### config.mk
export PLATFORM = sky130hd
export DESIGN_NAME = imm_decode_pipe
export DESIGN_NICKNAME = d
export VERILOG_FILES = /design/src/rtl/imm_decode_pipe.sv
export SDC_FILE = /design/constraint.sdc
export NUM_CORES = 1
export LEC_CHECK = 0
export ABC_CLOCK_PERIOD_IN_PS = 9300
export CORE_MARGIN = 1
export CORE_UTILIZATION = 55
export DETAILED_ROUTE_END_ITERATION = 16
export PLACE_DENSITY_LB_ADDON = 0.25
export SYNTH_ARGS = -nofsm -noshare
export SYNTH_HDL_FRONTEND = slang
export SYNTH_SLANG_ARGS = --single-unit
### constraint.sdc
create_clock -name clk -period 9.3 [get_ports clk]
set_input_delay 2.79 -clock clk [delete_from_list [all_inputs] [get_ports clk]]
set_output_delay 2.79 -clock clk [all_outputs]
set_load 0.02 [all_outputs]
### src/rtl/imm_decode_pipe.sv
// imm_decode_pipe
//   Decodes the immediate field of a RISC-V instruction word at acceptance time
//   and queues {imm, fmt, illegal} in a 2-entry FIFO. All result outputs are
//   taken from the FIFO head. Two saturating counters track popped results.
//
// Parameters
//   XLEN   output datapath width (32 or 64)
//   CNT_W  statistics counter width
//
// Ports
//   clk          rising-edge clock
//   rst          asynchronous active-high reset
//   flush        synchronous FIFO clear (counters untouched)
//   in_valid     instruction word offered
//   in_ready     word can be accepted this cycle (not full, out of reset)
//   in_instr     raw 32-bit instruction word
//   out_valid    FIFO head holds a result
//   out_ready    consumer takes the head this cycle
//   out_imm      sign-extended immediate
//   out_fmt      0 R/none, 1 I, 2 S, 3 B, 4 U, 5 J
//   out_illegal  opcode not recognised for this XLEN
//   cnt_decoded  popped results, saturating
//   cnt_illegal  popped illegal results, saturating
module imm_decode_pipe #(
  parameter int XLEN  = 32,
  parameter int CNT_W = 16
) (
  input  logic             clk,
  input  logic             rst,
  input  logic             flush,
  input  logic             in_valid,
  output logic             in_ready,
  input  logic [31:0]      in_instr,
  output logic             out_valid,
  input  logic             out_ready,
  output logic [XLEN-1:0]  out_imm,
  output logic [2:0]       out_fmt,
  output logic             out_illegal,
  output logic [CNT_W-1:0] cnt_decoded,
  output logic [CNT_W-1:0] cnt_illegal
);

  localparam logic [2:0] FMT_NONE = 3'd0;
  localparam logic [2:0] FMT_I    = 3'd1;
  localparam logic [2:0] FMT_S    = 3'd2;
  localparam logic [2:0] FMT_B    = 3'd3;
  localparam logic [2:0] FMT_U    = 3'd4;
  localparam logic [2:0] FMT_J    = 3'd5;

  localparam bit IS64 = (XLEN == 64);

  logic [31:0]      imm32_s;
  logic [XLEN-1:0]  dec_imm_s;
  logic [2:0]       dec_fmt_s;
  logic             dec_ill_s;

  logic [XLEN-1:0]  imm_mem_r [0:1];
  logic [2:0]       fmt_mem_r [0:1];
  logic             ill_mem_r [0:1];
  logic             wr_ptr_r;
  logic             rd_ptr_r;
  logic [1:0]       count_r;
  logic             init_r;
  logic [CNT_W-1:0] cnt_dec_r;
  logic [CNT_W-1:0] cnt_ill_r;

  logic             push_s;
  logic             pop_s;

  // in_ready is held low until the first clock edge after reset releases.
  assign in_ready    = init_r & (count_r != 2'd2);
  assign out_valid   = (count_r != 2'd0);
  assign out_imm     = imm_mem_r[rd_ptr_r];
  assign out_fmt     = fmt_mem_r[rd_ptr_r];
  assign out_illegal = ill_mem_r[rd_ptr_r];
  assign cnt_decoded = cnt_dec_r;
  assign cnt_illegal = cnt_ill_r;

  // Flush suppresses both the push and the pop of the same cycle.
  assign push_s = in_valid & in_ready & ~flush;
  assign pop_s  = out_valid & out_ready & ~flush;

  // Opcode decode to a 32-bit sign-extended immediate, format and legality.
  always_comb begin
    imm32_s   = 32'd0;
    dec_fmt_s = FMT_NONE;
    dec_ill_s = 1'b0;
    case (in_instr[6:0])
      7'b0000011, 7'b0001111, 7'b1100111, 7'b1110011, 7'b0010011: begin
        dec_fmt_s = FMT_I;
        imm32_s   = {{20{in_instr[31]}}, in_instr[31:20]};
      end
      7'b0011011: begin
        // OP-IMM-32 only exists on RV64.
        if (IS64) begin
          dec_fmt_s = FMT_I;
          imm32_s   = {{20{in_instr[31]}}, in_instr[31:20]};
        end else begin
          dec_ill_s = 1'b1;
        end
      end
      7'b0100011: begin
        dec_fmt_s = FMT_S;
        imm32_s   = {{20{in_instr[31]}}, in_instr[31:25], in_instr[11:7]};
      end
      7'b1100011: begin
        dec_fmt_s = FMT_B;
        imm32_s   = {{19{in_instr[31]}}, in_instr[31], in_instr[7],
                     in_instr[30:25], in_instr[11:8], 1'b0};
      end
      7'b1101111: begin
        dec_fmt_s = FMT_J;
        imm32_s   = {{11{in_instr[31]}}, in_instr[31], in_instr[19:12],
                     in_instr[20], in_instr[30:21], 1'b0};
      end
      7'b0110111, 7'b0010111: begin
        dec_fmt_s = FMT_U;
        imm32_s   = {in_instr[31:12], 12'd0};
      end
      7'b0110011: begin
        dec_fmt_s = FMT_NONE;
      end
      7'b0111011: begin
        // OP-32 only exists on RV64.
        if (IS64) begin
          dec_ill_s = 1'b0;
        end else begin
          dec_ill_s = 1'b1;
        end
      end
      default: begin
        dec_ill_s = 1'b1;
      end
    endcase
  end

  // Widen the 32-bit immediate to XLEN by replicating bit 31.
  always_comb begin
    dec_imm_s       = {XLEN{1'b0}};
    dec_imm_s[31:0] = imm32_s;
    for (int i = 32; i < XLEN; i++) begin
      dec_imm_s[i] = imm32_s[31];
    end
  end

  // Tracks the first clock edge after reset so in_ready rises only then.
  always_ff @(posedge clk or posedge rst) begin
    if (rst) begin
      init_r <= 1'b0;
    end else begin
      init_r <= 1'b1;
    end
  end

  // FIFO pointers and occupancy; flush empties the queue in one cycle.
  always_ff @(posedge clk or posedge rst) begin
    if (rst) begin
      wr_ptr_r <= 1'b0;
      rd_ptr_r <= 1'b0;
      count_r  <= 2'd0;
    end else if (flush) begin
      wr_ptr_r <= 1'b0;
      rd_ptr_r <= 1'b0;
      count_r  <= 2'd0;
    end else begin
      if (push_s) begin
        wr_ptr_r <= ~wr_ptr_r;
      end else begin
        wr_ptr_r <= wr_ptr_r;
      end
      if (pop_s) begin
        rd_ptr_r <= ~rd_ptr_r;
      end else begin
        rd_ptr_r <= rd_ptr_r;
      end
      case ({push_s, pop_s})
        2'b10:   count_r <= count_r + 2'd1;
        2'b01:   count_r <= count_r - 2'd1;
        default: count_r <= count_r;
      endcase
    end
  end

  // FIFO storage; cleared on reset so the head reads zero while in reset.
  always_ff @(posedge clk or posedge rst) begin
    if (rst) begin
      for (int i = 0; i < 2; i++) begin
        imm_mem_r[i] <= {XLEN{1'b0}};
        fmt_mem_r[i] <= FMT_NONE;
        ill_mem_r[i] <= 1'b0;
      end
    end else if (push_s) begin
      imm_mem_r[wr_ptr_r] <= dec_imm_s;
      fmt_mem_r[wr_ptr_r] <= dec_fmt_s;
      ill_mem_r[wr_ptr_r] <= dec_ill_s;
    end else begin
      imm_mem_r[wr_ptr_r] <= imm_mem_r[wr_ptr_r];
    end
  end

  // Saturating statistics counters, advanced only by real pops.
  always_ff @(posedge clk or posedge rst) begin
    if (rst) begin
      cnt_dec_r <= {CNT_W{1'b0}};
      cnt_ill_r <= {CNT_W{1'b0}};
    end else if (pop_s) begin
      if (cnt_dec_r != {CNT_W{1'b1}}) begin
        cnt_dec_r <= cnt_dec_r + CNT_W'(1);
      end else begin
        cnt_dec_r <= cnt_dec_r;
      end
      if (ill_mem_r[rd_ptr_r] && (cnt_ill_r != {CNT_W{1'b1}})) begin
        cnt_ill_r <= cnt_ill_r + CNT_W'(1);
      end else begin
        cnt_ill_r <= cnt_ill_r;
      end
    end else begin
      cnt_dec_r <= cnt_dec_r;
      cnt_ill_r <= cnt_ill_r;
    end
  end

endmodule

; After elaboration in Yosys (flattened, before gate mapping)
; Index checks and enable logic that the tools add are counted.
[totals]
ff_bits = 109
inputBits = 37
output_inout_bits = 70
elab_cells = 88
[op_classes]
n_addsub = 4
order_cmp = 3
eq_ne = 16
mux = 32
n_bitwise = 10
reduce_logical = 11
[op_table]
columns = cell, n
row1 = 32-bit 2-to-1 mux, 7
row2 = 32-bit one-hot mux with 5 select lines, 1
row3 = 64-bit bitwise mux, 2
row4 = 64-bit 2-to-1 mux, 1
row5 = 16-bit by 1-bit adder with 16-bit output (second input constant), 2
row6 = 32-bit demux with 1-bit select, 1
row7 = 16-bit != test (second input constant), 2
row8 = 7-bit equality test (second input constant), 4
row9 = 7-bit by 6-bit equality test with 1-bit output (second input constant), 3
row10 = 3-bit one-hot mux with 5 select lines, 1
row11 = 7-bit by 5-bit equality test with 1-bit output (second input constant), 2
row12 = 3-bit 2-to-1 mux, 4
row13 = 11-bit OR reduction, 1
row14 = 1-bit 2-to-1 mux, 9
row15 = 7-bit by 2-bit equality test with 1-bit output (second input constant), 1
row16 = 7-bit by 4-bit equality test with 1-bit output (second input constant), 1
row17 = 6-bit bitwise mux, 1
row18 = 2-bit nonzero test, 3
row19 = 1-bit bitwise AND, 5
row20 = 5-bit OR reduction, 1
row21 = 2-bit >= comparator (second input constant), 2
row22 = 1-bit inverter with 2-bit output, 2
row23 = 2-bit one-hot mux with 2 select lines, 1
row24 = 2-bit AND reduction, 2
row25 = other kinds (14), 17

; Logic depth before layout (Yosys ltp)
; Gate-level depths: netlist of run 1.
[logic_depth]
depth_word = 7
depth_mapped = 8
depth_no_buf = 5

; Worst setup path after synthesis of run 1
; OpenSTA, ideal clock, no wires.
[synth_path]
path_type = input-to-reg
startpoint = input port in_instr[2]
endpoint = register imm_mem_r[46] in the netlist's numbering
setup_ns = 0.094
t_arrival_ns = 4.101
required_ns = 9.206
setup_slack_ns = 5.105
stages = 6
n_path_buf = 2
path_cell_list = buf_6 -> or2_2 -> nor3_2 -> nor3_2 -> buf_2 -> a211oi_1
[synth_between]
elab_chain_cells = 5
word_cells_on_any_way = 15
[synth_lines]
columns = item, line_no
row1 = from (decl), 33  ; input logic [31:0] in_instr,
row2 = 7-bit by 2-bit equality test with 1-bit output (tied with other cells), 88  ; case (in_instr[6:0])
row3 = 5-bit OR reduction or 2-bit OR reduction (tied branches), -
row4 = 32-bit one-hot mux with 5 select lines (*), 88
row5 = 64-bit bitwise mux (*), 193  ; imm_mem_r[wr_ptr_r] <= dec_imm_s;
row6 = 64-bit 2-to-1 mux (*), 192  ; end else if (push_s) begin
row7 = "to (signal, indexed assignment)", 188  ; imm_mem_r[i] <= {XLEN{1'b0}};
row8 = "to (signal, indexed assignment)", 193
row9 = "to (signal, indexed assignment)", 197  ; imm_mem_r[wr_ptr_r] <= imm_mem_r[wr_ptr_r];
row10 = to (decl), 57  ; logic [XLEN-1:0] imm_mem_r [0:1];
; Every way passes the cells marked *; elsewhere a longest branch is shown, timed or not.
; A chain may end at the register's enable or synchronous reset.

; Worst setup path in the final report of run 1
[layout_path]
startpoint = register rd_ptr_r
endpoint = output port out_illegal
[layout_between]
elab_chain_cells = 4
[layout_lines]
columns = item, line_no
row1 = from (decl), 61  ; logic rd_ptr_r;
row2 = from (signal assigned), 172  ; rd_ptr_r <= ~rd_ptr_r;
row3 = from (signal assigned), 174  ; rd_ptr_r <= rd_ptr_r;
row4 = 1-bit inverter with 2-bit output (implied by the code), 75  ; assign out_illegal = ill_mem_r[rd_ptr_r];
row5 = 1-bit 2-to-1 mux (implied by the code) (3 in series), 75
row6 = to (decl), 38  ; output logic out_illegal,
; No other way between the ends. The select of a mux whose other input is x is not followed.

==> flow_summary_export.csv, run 1 <==
group,metric,value,unit
sta,final.setup.worst_slack,4180,ps
clock_tree,numCtsBuffers,9,
floorplanning,design.die.area,0.0110,mm2
logic_synthesis,syn_inst,560,
sta,rsz0062_at_grt,"no",
setup_path,cp-end-kind,"output pin",
setup_path,path_buf_inv,3,
finish,layout_commonest_cell,"dfrtp_1",
logic_synthesis,syn_area_per_cell,10.4,um2
global_routing,grt_pass1_vias,4555,
finish,area_growth_syn_to_layout,21.9,%
finish,fin_nets,691,
finish,diodes,0,
place,place.gp.congestion,0.883,
power_and_ir_drop,seqPwrFrac,49.6,%
worst_hold_path,hold_class,"flop to flop",
power_and_ir_drop,pwr-share-comb,28.3,%
sta,maxSlewHeadroom,27.3,%
setup_path,max_stage_delay,570,ps
clock_tree,cts_setup_buffers,0,
logic_synthesis,ys_types,60,
finish,final_cell_mix,"109 x dfrtp_1, 106 x clkdlybuf4s50_1, 62 x nor2_1",
clock_tree,cts-root-buf,"clkbuf_8",
power_and_ir_drop,p_per_area,171,mW/mm2
floorplanning,die_y,105,um
clock_tree,clkLatencyLatePin,370,ps
detailed_routing,remaining_drc_errors,0,
logic_synthesis,ys_ff_latch,109,
place,dp_hpwl,9410,um
power_and_ir_drop,clkPwrFrac,22.1,%
finish,fillCellCount,813,
sta,min_period,5120,ps
global_routing,grt_pass1_wl,22400,um
status,status,"finished, final reports clean",
detailed_routing,post_drt_wl_per_cell,17.1,um
setup_path,cp.depth,4,
logic_synthesis,syn-num-nets,599,
setup_path,worst-r2r-cell-count,5,
detailed_routing,drt-initial-drc-count,288,
setup_path,critical-path-top-delay-family,"buffers and inverters",
floorplanning,row_count,37,
power_and_ir_drop,leakagePower,2.84,nW
sta,fmax,195,MHz
setup_path,crit_type,"flop to output pin",
clock_tree,cts_sinks,109,
logic_synthesis,yosysSeqAreaShare,46.8,%
sta,finalMaxSlewViolations,0,
sta,skew,18.3,ps
floorplanning,coreArea,0.0103,mm2
global_routing,grt_max_degree,71,
logic_synthesis,ys_warn_count,0,
global_routing,track_usage,25.5,%
place,portBuffers,106,
setup_path,cp.arrival,2330,ps
global_routing,gr-total-overflow,0,
power_and_ir_drop,p_int,0.000821,W
floorplanning,chipWidth,105,um
finish,drive_gt1_share,13.5,%
sta,hold_viol,0,
sta,setup_viol,0,
power_and_ir_drop,p_sw,0.000393,W
clock_tree,cts-resized-gates,0,
setup_path,critical_path.max_fanout,37,
detailed_routing,viasPerCell,5.99,
clock_tree,cts_tree,"built",
setup_path,crit_chain,"buf_4 > mux2i_1 > inv_1 > clkdlybuf4s50_1",
detailed_routing,final_antenna_net_count,0,
job,cap_violations,0,
worst_hold_path,worstHoldPathCells,2,
place,pre_cts_ws,4080,ps
logic_synthesis,synth_ff_type,"dfrtp_1",
logic_synthesis,synthArstFlopShare,100,%
global_routing,grt_antenna_before_repair,0,
logic_synthesis,netlist_area,0.00583,mm2
clock_tree,clockBufferDepth,2,
setup_path,start_kind,"flop",
clock_tree,postCtsHoldBufs,0,
floorplanning,start_util,56.7,%
power_and_ir_drop,ir_worst_vdd,0.106,mV
detailed_routing,dr.pass1.iters,4,
setup_path,required,6510,ps
power_and_ir_drop,sw_frac_of_total,32.3,%
clock_tree,clkSlewWorstSetupHoldPaths,100,ps
sta,tightest_slew,1080,ps
sta,period_share,55.0,%
setup_path,crit_slowest_cell,"clkdlybuf4s50_1",
floorplanning,io_pins,107,
detailed_routing,wirelength,13500,um
clock_tree,h-tree-depth,3,
sta,tns,0,ps
detailed_routing,vias,4753,
logic_synthesis,synth_edf_count,0,
## final timing paths
| path | startpoint | to | slack (ps) |
|---|---|---|---|
| min in group asynchronous | rst | cnt_decoded[11]$_DFFE_PP0P_ | 2790 |
| max in group asynchronous | rst | fmt_mem_r[2]$_DFFE_PP0P_ | 5260 |
| setup / recovery | rd_ptr_r$_DFFE_PP0P_ | out_illegal | 4180 |
| hold reg to reg | fmt_mem_r[4]$_DFFE_PP0P_ | fmt_mem_r[4]$_DFFE_PP0P_ | 480 |
| hold / removal | fmt_mem_r[4]$_DFFE_PP0P_ | fmt_mem_r[4]$_DFFE_PP0P_ | 480 |
| setup reg to reg | rd_ptr_r$_DFFE_PP0P_ | cnt_illegal[14]$_DFFE_PP0P_ | 6890 |
## flip-flops by register name, summed over array words and instances (netlist names)
name,cells
cnt_decoded,16
cnt_illegal,16
count_r,2
fmt_mem_r,6
ill_mem_r,2
imm_mem_r,64
init_r,1
rd_ptr_r,1
wr_ptr_r,1
## power groups by stage
stage / registers, W / clock network [W] / logic [W]
6_report: 0.000603 / 0.000268 / 0.000343
3_5_place_dp: 0.000611 / 0 / 0.000344
4_1_cts: 0.000602 / 0.000275 / 0.000346
5_1_grt: 0.000615 / 0.000293 / 0.000370
3_3_place_gp: 0.000605 / 0 / 0.000336
2_1_floorplan: 0.000611 / 0 / 0.000202
## through the flow
| step | util [%] | hold slack, ps | power, W | instance area [um2] | std cells |
|---|---|---|---|---|---|
| after floorplan | - | 440 | 0.000813 | 5830 | 560 |
| after global routing | 69.1 | 518 | 0.00128 | 7100 | 793 |
| after global placement | 67.3 | 456 | 0.000942 | 6920 | 777 |
| final | 69.1 | 484 | 0.00121 | 7100 | 793 |
| after CTS | 69.1 | 485 | 0.00122 | 7100 | 793 |
| after detailed placement | 67.3 | 460 | 0.000956 | 6920 | 777 |
## routing by layer
layer / GRT usage [%] / up-vias / part of all wire [%]
met5: 0 / - / 0
met4: 7.85 / 0 / 1.5
met3: 3.87 / 19 / 4.2
met2: 43.2 / 140 / 51
met1: 33.8 / 2348 / 43
li1: - / 2246 / -
## synthesized netlist by cell type, types with 3 or more instances
| cell type | number | share of area (%) |
|---|---|---|
| nand4_1 | 18 | 1.9 |
| nand3_1 | 19 | 1.6 |
| nor4_1 | 4 | 0.43 |
| clkbuf_1 | 12 | 0.77 |
| nand2b_1 | 6 | 0.64 |
| a31oi_4 | 9 | 3.3 |
| nor2_1 | 62 | 4.0 |
| a211oi_1 | 19 | 2.4 |
| a31oi_1 | 27 | 2.9 |
| a2bb2oi_1 | 3 | 0.45 |
| nor3_1 | 4 | 0.34 |
| buf_6 | 4 | 0.77 |
| xor2_1 | 5 | 0.75 |
| nand2_1 | 42 | 2.7 |
| xnor2_1 | 24 | 3.6 |
| and3_1 | 13 | 1.4 |
| inv_1 | 6 | 0.39 |
| or2_2 | 3 | 0.32 |
| mux2_2 | 40 | 7.7 |
| a21oi_1 | 41 | 3.5 |
| o211ai_1 | 9 | 1.2 |
| nand3b_1 | 3 | 0.39 |
| a22o_1 | 12 | 1.8 |
| dfrtp_1 | 109 | 47 |
| buf_4 | 7 | 0.90 |
| and4_1 | 4 | 0.60 |
| buf_2 | 4 | 0.34 |
| and2_1 | 6 | 0.64 |
## worst register-to-register path, stage by stage (launching register included)
cell and delay (ps):
dfrtp_1 340, buf_4 470, mux2i_1 270, nor4_1 760, nand3_1 160, mux2_2 310
## logic make-up (layout without fill, tap and decap cells)
| logic type | after synthesis | count (layout) | share of synthesized area [%] |
|---|---|---|---|
| AND/OR/NAND/NOR | 197 | 197 | 16.9 |
| AO/OA/AOI/OAI | 142 | 142 | 19.5 |
| flip-flops | 109 | 109 | 46.8 |
| multiplexers | 42 | 42 | 8.07 |
| buffers and inverters | 38 | 135 | 3.82 |
| XOR/XNOR | 29 | 29 | 4.36 |
| adder cells (fa/ha/maj) | 2 | 2 | 0.429 |
| other | 1 | 1 | 0.0643 |
## layout make-up
class / instances / area [um2] / area share [%]
clock buffers: 9 / 124 / 1.74
clock inverters: 7 / 57.6 / 0.810
inverters: 6 / 25.0 / 0.352
multi-input cells: 413 / 2880 / 40.6
flip-flops and latches: 109 / 2730 / 38.4
well taps: 136 / 170 / 2.40
repair buffers: 113 / 1110 / 15.7
Note: power is estimated with default switching activity, not from simulation.
==> run 2: changes to the inputs <==
- ABC_CLOCK_PERIOD_IN_PS: 9300 -> 5150
- CORE_UTILIZATION: 55 -> 53
- clock period: 9.3 -> 5.15 ns (I/O delays scaled with it)
==> run 2 against run 1 <==
First-iteration DRC count grew 14%. Via count increased by 2.4%. Register-to-register slack worse by 4100 ps. Clock skew is 5.1 ps lower. Core utilization down 1.3 points. Critical path depth unchanged. Sequential cell count is the same. Count of clock-buffer cells in the layout is 2 higher. Setup slack worse by 2900 ps. Global-route usage up 0.14 points. Largest power group unchanged.
==> flow_summary_export.csv, run 2 (same netlist as run 1, synthesis figures left out) <==
group,metric,value,unit
status,status,"finished, final reports clean",
sta,rsz0062_at_grt,"no",
global_routing,track_usage,25.6,%
setup_path,start_kind,"flop",
sta,setup_viol,0,
floorplanning,chipWidth,107,um
global_routing,gr-total-overflow,0,
clock_tree,clockBufferDepth,2,
setup_path,rrSetupSlack,2790,ps
clock_tree,clkSlewWorstSetupHoldPaths,90,ps
detailed_routing,viasPerCell,6.13,
floorplanning,io_pins,107,
clock_tree,cts-root-buf,"clkbuf_8",
detailed_routing,post_drt_wl_per_cell,17.6,um
sta,hold_viol,0,
detailed_routing,final_antenna_net_count,0,
clock_tree,clkLatencyLatePin,380,ps
detailed_routing,dr.pass1.iters,5,
floorplanning,die_y,107,um
sta,fmax,262,MHz
sta,finalMaxSlewViolations,0,
setup_path,required,3610,ps
clock_tree,cts_tree,"built",
finish,largest_register_ffs,64,
sta,min_period,3820,ps
global_routing,grt_max_degree,54,
detailed_routing,remaining_drc_errors,0,
global_routing,grt_pass1_wl,23100,um
place,portBuffers,106,
clock_tree,cts_sinks,109,
sta,period_share,74.2,%
floorplanning,coreArea,0.0105,mm2
finish,layout_commonest_cell,"dfrtp_1",
finish,final_cell_mix,"109 x dfrtp_1, 106 x clkdlybuf4s50_1, 62 x nor2_1",
finish,regMostFlops,"imm_mem_r",
finish,fin_nets,692,
global_routing,grt_pass1_vias,4737,
worst_hold_path,hold_class,"flop to flop",
sta,tns,0,ps
sta,skew,13.2,ps
finish,area_growth_syn_to_layout,22.3,%
floorplanning,row_count,37,
detailed_routing,vias,4869,
power_and_ir_drop,p_per_area,314,mW/mm2
sta,maxSlewHeadroom,30.4,%
setup_path,critical_path.max_fanout,37,
clock_tree,numCtsBuffers,9,
job,cap_violations,0,
clock_tree,postCtsHoldBufs,0,
finish,drive_gt1_share,13.5,%
clock_tree,cts-resized-gates,0,
sta,tightest_slew,1040,ps
place,dp_hpwl,9800,um
place,place.gp.congestion,0.916,
setup_path,cp.arrival,2280,ps
detailed_routing,drt-initial-drc-count,328,
detailed_routing,wirelength,13900,um
setup_path,cp-end-kind,"output pin",
floorplanning,design.die.area,0.0114,mm2
finish,diodes,0,
finish,final_core_util,67.8,%
power_and_ir_drop,leakagePower,2.86,nW
setup_path,crit_type,"flop to output pin",
power_and_ir_drop,ir_worst_vdd,0.203,mV
clock_tree,h-tree-depth,3,
global_routing,grt_antenna_before_repair,0,
clock_tree,cts_setup_buffers,0,
floorplanning,start_util,55.5,%
-- run 2: cell types whose count changed in the layout (fill, tap and decap cells not counted) --
cell / change
inv_6: -2
buf_4: +1
bufinv_16: +1
clkbuf_1: +1
clkbuf_8: +1
clkinv_2: +1
clkinv_4: -1
clkinvlp_4: -1
-- run 2: worst max-delay path: stages (launching register included) --
cell and delay, ps:
dfrtp_1 330, buf_4 450, mux2i_1 410, inv_1 150
clkdlybuf4s50_1 560
-- run 2: where the power goes --
| group | switching, W | internal, W | total, W |
|---|---|---|---|
| registers | 0.0000956 | 0.000989 | 0.00108 |
| clock network | 0.000294 | 0.000240 | 0.000533 |
| logic | 0.000310 | 0.000312 | 0.000622 |
-- run 2: final cells by class --
cell class	instances	area, um2
Sequential cell	109	2730
Multi-Input combinational cell	413	2880
Inverter	6	25.0
Clock inverter	5	58.8
Tap cell	136	170
Fill cell	825	3380
Timing Repair Buffer	114	1120
Clock buffer	11	141
-- run 2: path summary, 6_finish.rpt --
| check | from | endpoint | cells after the start |
|---|---|---|---|
| hold reg to reg | fmt_mem_r[4]$_DFFE_PP0P_ | fmt_mem_r[4]$_DFFE_PP0P_ | 2 |
| setup reg to reg | rd_ptr_r$_DFFE_PP0P_ | cnt_illegal[14]$_DFFE_PP0P_ | 5 |
| hold / removal | fmt_mem_r[4]$_DFFE_PP0P_ | fmt_mem_r[4]$_DFFE_PP0P_ | 2 |
| setup / recovery | rd_ptr_r$_DFFE_PP0P_ | out_illegal | 4 |
| min in group asynchronous | rst | imm_mem_r[19]$_DFFE_PP0P_ | 2 |
| max in group asynchronous | rst | cnt_illegal[7]$_DFFE_PP0P_ | 3 |
-- run 2: per-layer routing --
metal / global-route usage (%) / wire, um
met4: 11.9 / 442
met3: 4.19 / 758
met2: 42.3 / 6900
met5: 0 / 0
met1: 33.0 / 5840
-- run 2: stage by stage --
| step | total power [W] | hold slack [ps] | instances | instance area [um2] | worst slack (ps) |
|---|---|---|---|---|---|
| floorplan | 0.00147 | 440 | 560 | 5830 | 731 |
| detailed placement | 0.00172 | 468 | 778 | 6930 | 1230 |
| CTS | 0.00226 | 492 | 794 | 7130 | 1300 |
| global route | 0.00235 | 526 | 794 | 7130 | 1150 |
| finish | 0.00224 | 492 | 794 | 7130 | 1330 |
| global placement | 0.00170 | 456 | 778 | 6930 | 1200 |
